<file path="src/rtl/mod_counter_ctl.sv">
// ============================================================================
// Module   : mod_counter_ctl
// Brief    : Up/down modulus counter with wrap, saturate, one-shot and
//            auto-reload modes, a reload register and a registered
//            terminal-count pulse for cascading.
// Revision : 1.0 - initial release
// ============================================================================
`default_nettype none

module mod_counter_ctl #(
  parameter int N       = 8,
  parameter int MAX_VAL = 2**N - 1
) (
  input  logic         sysclk,
  input  logic         reset_n,
  input  logic         syn_clr,
  input  logic         load,
  input  logic         en,
  input  logic         up,
  input  logic [1:0]   mode,
  input  logic [N-1:0] d,
  output logic [N-1:0] q,
  output logic         max_tick,
  output logic         min_tick,
  output logic         tc_pulse,
  output logic         busy
);

  localparam logic [N-1:0] C_MAX         = N'(MAX_VAL);
  localparam logic [1:0]   C_MODE_WRAP   = 2'b00;
  localparam logic [1:0]   C_MODE_SAT    = 2'b01;
  localparam logic [1:0]   C_MODE_ONESHOT = 2'b10;
  localparam logic [1:0]   C_MODE_RELOAD = 2'b11;

  typedef enum logic [1:0] {
    ST_IDLE = 2'd0,
    ST_RUN  = 2'd1,
    ST_DONE = 2'd2
  } state_t;

  state_t       r_state;
  state_t       w_state_nxt;
  logic [N-1:0] r_q;
  logic [N-1:0] w_q_nxt;
  logic [N-1:0] r_reload;
  logic [N-1:0] w_reload_nxt;
  logic         r_tc;
  logic         w_tc_nxt;
  logic [N-1:0] w_d_clamp;
  logic [N-1:0] w_term;
  logic         w_at_term;
  logic         w_step_ok;

  assign w_d_clamp = (d > C_MAX) ? C_MAX : d;
  assign w_term    = up ? C_MAX : '0;
  assign w_at_term = (r_q == w_term);
  // One-shot only counts while armed; every other mode counts whenever enabled.
  assign w_step_ok = en && ((mode != C_MODE_ONESHOT) || (r_state == ST_RUN));

  always_comb begin
    w_q_nxt      = r_q;
    w_reload_nxt = r_reload;
    w_tc_nxt     = 1'b0;
    w_state_nxt  = (mode == C_MODE_ONESHOT) ? r_state : ST_IDLE;

    if (syn_clr) begin
      w_q_nxt     = '0;
      w_state_nxt = ST_IDLE;
    end else if (load) begin
      w_q_nxt      = w_d_clamp;
      w_reload_nxt = w_d_clamp;
      w_state_nxt  = (mode == C_MODE_ONESHOT) ? ST_RUN : ST_IDLE;
    end else if (w_step_ok) begin
      if (!w_at_term) begin
        w_q_nxt = up ? (r_q + 1'b1) : (r_q - 1'b1);
      end else begin
        w_tc_nxt = 1'b1;
        case (mode)
          C_MODE_WRAP:    w_q_nxt = up ? '0 : C_MAX;
          C_MODE_SAT:     w_q_nxt = r_q;
          C_MODE_ONESHOT: w_state_nxt = ST_DONE;
          C_MODE_RELOAD:  w_q_nxt = r_reload;
          default:        w_q_nxt = r_q;
        endcase
      end
    end
  end

  always_ff @(posedge sysclk or negedge reset_n) begin
    if (!reset_n) begin
      r_q      <= '0;
      r_reload <= '0;
      r_tc     <= 1'b0;
      r_state  <= ST_IDLE;
    end else begin
      r_q      <= w_q_nxt;
      r_reload <= w_reload_nxt;
      r_tc     <= w_tc_nxt;
      r_state  <= w_state_nxt;
    end
  end

  assign q        = r_q;
  assign max_tick = (r_q == C_MAX);
  assign min_tick = (r_q == '0);
  assign tc_pulse = r_tc;
  assign busy     = (r_state == ST_RUN);

endmodule

`default_nettype wire

</file>
<file path="config.mk">
export PLATFORM = sky130hd
export DESIGN_NAME = mod_counter_ctl
export DESIGN_NICKNAME = d
export VERILOG_FILES = /design/src/rtl/mod_counter_ctl.sv
export SDC_FILE = /design/constraint.sdc
export NUM_CORES = 1
export LEC_CHECK = 0
export CAP_MARGIN = 15
export CORE_ASPECT_RATIO = 1.1
export CORE_MARGIN = 8
export CORE_UTILIZATION = 37
export DETAILED_ROUTE_END_ITERATION = 16
export HOLD_SLACK_MARGIN = 0.03
export PLACE_DENSITY = 0.59
export SLEW_MARGIN = 20
export SYNTH_ARGS = -nofsm -noshare
export SYNTH_HDL_FRONTEND = slang
export SYNTH_SLANG_ARGS = --single-unit
</file>
<file path="constraint.sdc">
create_clock -name sysclk -period 2.71 [get_ports sysclk]
set_clock_uncertainty 0.1 [all_clocks]
set_input_delay 0.542 -clock sysclk [delete_from_list [all_inputs] [get_ports sysclk]]
set_output_delay 0.542 -clock sysclk [all_outputs]
set_load 0.01 [all_outputs]
</file>
==> impl_metrics.csv <==
group,metric,value,unit
place,io_buffers,27,
worst_setup_path,crit_fanout,8,
worst_setup_path,worstSetupPathType,"flop to output pin",
drt,met1Wirelength,1.659,mm
drt,wl_per_cell,15.39,um
place,postPlaceCellArea,1822,sq um
worst_setup_path,arrival,1920,ps
power_and_ir_drop,power_leakage,0.8328,nW
global_route,antenna_found_initial,0,
sta,worstMarginPinSlew,458.4,ps
final_layout,fillers,355,
worst_setup_path,path_delay_family,"simple AND/OR/NAND/NOR gates",
synthesis,synth_top_family_by_area,"compound AO/OA/AOI/OAI gates",
floorplanning,fp.dieW,73.36,um
worst_setup_path,path_cells,"or4_1 > nor2_1 > clkdlybuf4s50_1",
floorplanning,rows,23,
floorplanning,ios,28,
synthesis,synth_edf_count,0,
floorplanning,initial_utilization,0.3752,
drt,firstDrtPassIters,4,
sta,rsz0062_at_grt,"false",
place,dp_cells,251,
synthesis,synthCells,154,
synthesis,synth_compound_area_frac,0.2654,
worst_hold_path,hold_class,"flop to flop",
drt,wl_met2,2.053,mm
final_layout,diodes,0,
global_route,grt_max_degree,20,
sta,setup-violations-final,0,
synthesis,mappedNetlistArea,1339,sq um
worst_setup_path,path_buf_inv,1,
drt,via_count,1382,
sta,period_share,0.9468,
synthesis,yosysUniqueCellTypes,43,
synthesis,synth_xor_area_frac,0.02617,
floorplanning,die_h,79.09,um
clocking,cts_buffers,3,
power_and_ir_drop,ir_worst_vdd,0.2358,mV
synthesis,muxShareOfSynthArea,0.007477,
synthesis,synth_nets,177,
place,hpwl,3.190,mm
clocking,clock_tree.buffer_depth,2,
clocking,cts.sinks,19,
synthesis,yosysWarnings,0,
floorplanning,core_area,3568,sq um
floorplanning,die_area,5802,sq um
status,status,"finished clean",
worst_setup_path,crit_path_start_kind,"flop",
final_layout,drive_gt1_frac,0.2039,
global_route,grt_pass1_wl,6.306,mm
final_layout,finalNonFillerCells,256,
power_and_ir_drop,power_density,459.2,nW/um^2
drt,drc,0,
sta,hold_violations,0,
drt,highest_layer,"met4",
drt,first_iter_violations,92,
sta,fmax,0.3897,GHz
worst_setup_path,cp.required,2070,ps
sta,slew_violations,0,
clocking,h-tree-depth,1,
worst_setup_path,end_kind,"output pin",
clocking,cts_tree,"yes",
synthesis,synth_fa_ha_area_frac,0.07103,
final_layout,nets,230,
global_route,grt_overflow,0,
drt,wl_met3,179,um
clocking,path_clk_slew,70,ps
drt,ant_nets,0,
synthesis,synth_top_flop_cell,"dfrtp_1",
drt,drt_wl_total,3.940,mm
final_layout,post-route-util,0.5340,
sta,fin_crit,2566,ps
worst_setup_path,critPathSlowestCell,"clkdlybuf4s50_1",
synthesis,synth_seq_cells,19,
clocking,insertion_delay,250,ps
global_route,grt_pass1_vias,1272,
worst_setup_path,cpPeakStageDelay,550,ps
synthesis,yosysSeqAreaShare,0.3551,
sta,timing.hold.ws,382.6,ps
clocking,cts_root_buffer,"clkbuf_8",
synthesis,syn_area_per_cell,8.693,sq um
clocking,holdBufCountCts,0,
global_route,grt_use_total,0.1376,
drt,vias_per_cell,5.398,
job,cap_violations,0,
synthesis,async_flop_share,1.000,
sta,relSlewSlack,0.6912,
synthesis,synthSimpleGateAreaFrac,0.2467,
final_layout,stdcell_area,1906,sq um
place,globalplace.congestion,0.8797,
final_layout,area_growth,42.34,%
layer usage:
metal  vias up  track usage
li1        673            -
met2        41       0.2453
met4         0      0.05000
met3         5      0.01511
met5         -            0
met1       663       0.1643
final cells by class:
type,instances,area (sq um),share of cell area
Tap cell,50,62.56,0.03283
Sequential cell,19,475.5,0.2495
Clock buffer,4,45.04,0.02364
Timing Repair Buffer,51,456.7,0.2397
Multi-Input combinational cell,128,850.8,0.4465
Inverter,4,15.01,0.007879
registers in the layout (all words and copies together), names as in the netlist:
| register | cells |
|---|---|
| tc_pulse | 1 |
| q | 8 |
| r_reload | 8 |
| r_state | 2 |
cells in the final DEF (no fill, tap or decap), types with 2 or more instances in the layout:
master | netlist | layout
a21o_1 | 2 | 2
a21oi_1 | 9 | 9
a22oi_1 | 2 | 2
a311oi_1 | 4 | 3
a31oi_1 | 8 | 7
buf_4 | 0 | 23
clkbuf_8 | 1 | 3
clkdlybuf4s50_1 | 0 | 26
dfrtp_1 | 19 | 19
ha_1 | 6 | 5
inv_1 | 4 | 3
nand2_1 | 35 | 35
nand2b_1 | 4 | 4
nand3_1 | 2 | 2
nand4_1 | 3 | 3
nor2_1 | 11 | 11
nor3_1 | 3 | 3
o21ai_0 | 9 | 8
o31ai_1 | 3 | 3
or4_1 | 2 | 2
xnor2_1 | 3 | 3
Yosys cell counts, types with 2 or more instances:
cell | instances | area, sq um
nor2_1 | 11 | 41.29
a22oi_1 | 2 | 15.01
a21oi_1 | 9 | 45.04
a21o_1 | 2 | 15.01
a311oi_1 | 4 | 35.03
o31ai_1 | 3 | 22.52
inv_1 | 4 | 15.01
a31oi_1 | 8 | 50.05
nor3_1 | 3 | 15.01
nand2_1 | 35 | 131.4
nand3_1 | 2 | 10.01
nand2b_1 | 4 | 25.02
nand4_1 | 3 | 18.77
ha_1 | 6 | 75.07
dfrtp_1 | 19 | 475.5
o21ai_0 | 9 | 45.04
xnor2_1 | 3 | 26.28
or4_1 | 2 | 15.01
cell families after synthesis:
kind of cell,after synthesis
and+or+nand+nor,69
AOI/OAI and AO/OA,47
DFF,19
buffers and inverters,7
adders and majority gates,7
xor gates and xnor gates,4
muxes,1
worst paths after layout:
kind / start / slack (ps) / to / cells after the start
max in group asynchronous: reset_n / 1780 / q[4] / 2
worst max-delay path: q[0] / 140 / min_tick / 3
min in group asynchronous: reset_n / 520 / r_state[0] / 2
worst min-delay path: r_reload[7] / 380 / r_reload[7] / 2
worst min register to register: r_reload[7] / 380 / r_reload[7] / 2
worst max register to register: q[1] / 410 / q[2] / 8
worst register-to-register path: stages, from the launching register on:
cell,delay (ps)
dfrtp_1,460
ha_1,330
nand2_1,110
a2111o_1,440
buf_4,170
a311oi_1,260
nor3_1,80
a21oi_1,120
o21ai_0,100
per-stage QoR:
stage               power [mW]  setup slack, ps  TNS [ps]
finish                  0.8750            144.2         0
floorplan               0.5156            248.1         0
global route            0.9289            78.42         0
detailed placement      0.6696           -309.6     -2056
global placement        0.6640           -291.8     -1618
CTS                     0.8743            12.56         0
where the power goes:
part | internal (mW) | switching [mW]
registers | 0.313 | 0.0346
logic | 0.169 | 0.161
clock network | 0.105 | 0.0930
timing repair:
item / CTS / global route
buffers inserted: 0 / 1
pin swaps: 1 / 1
resized for setup: 2 / 5
endpoints found under the setup margin: 5 / 7
(Power assumes the default switching activity.)
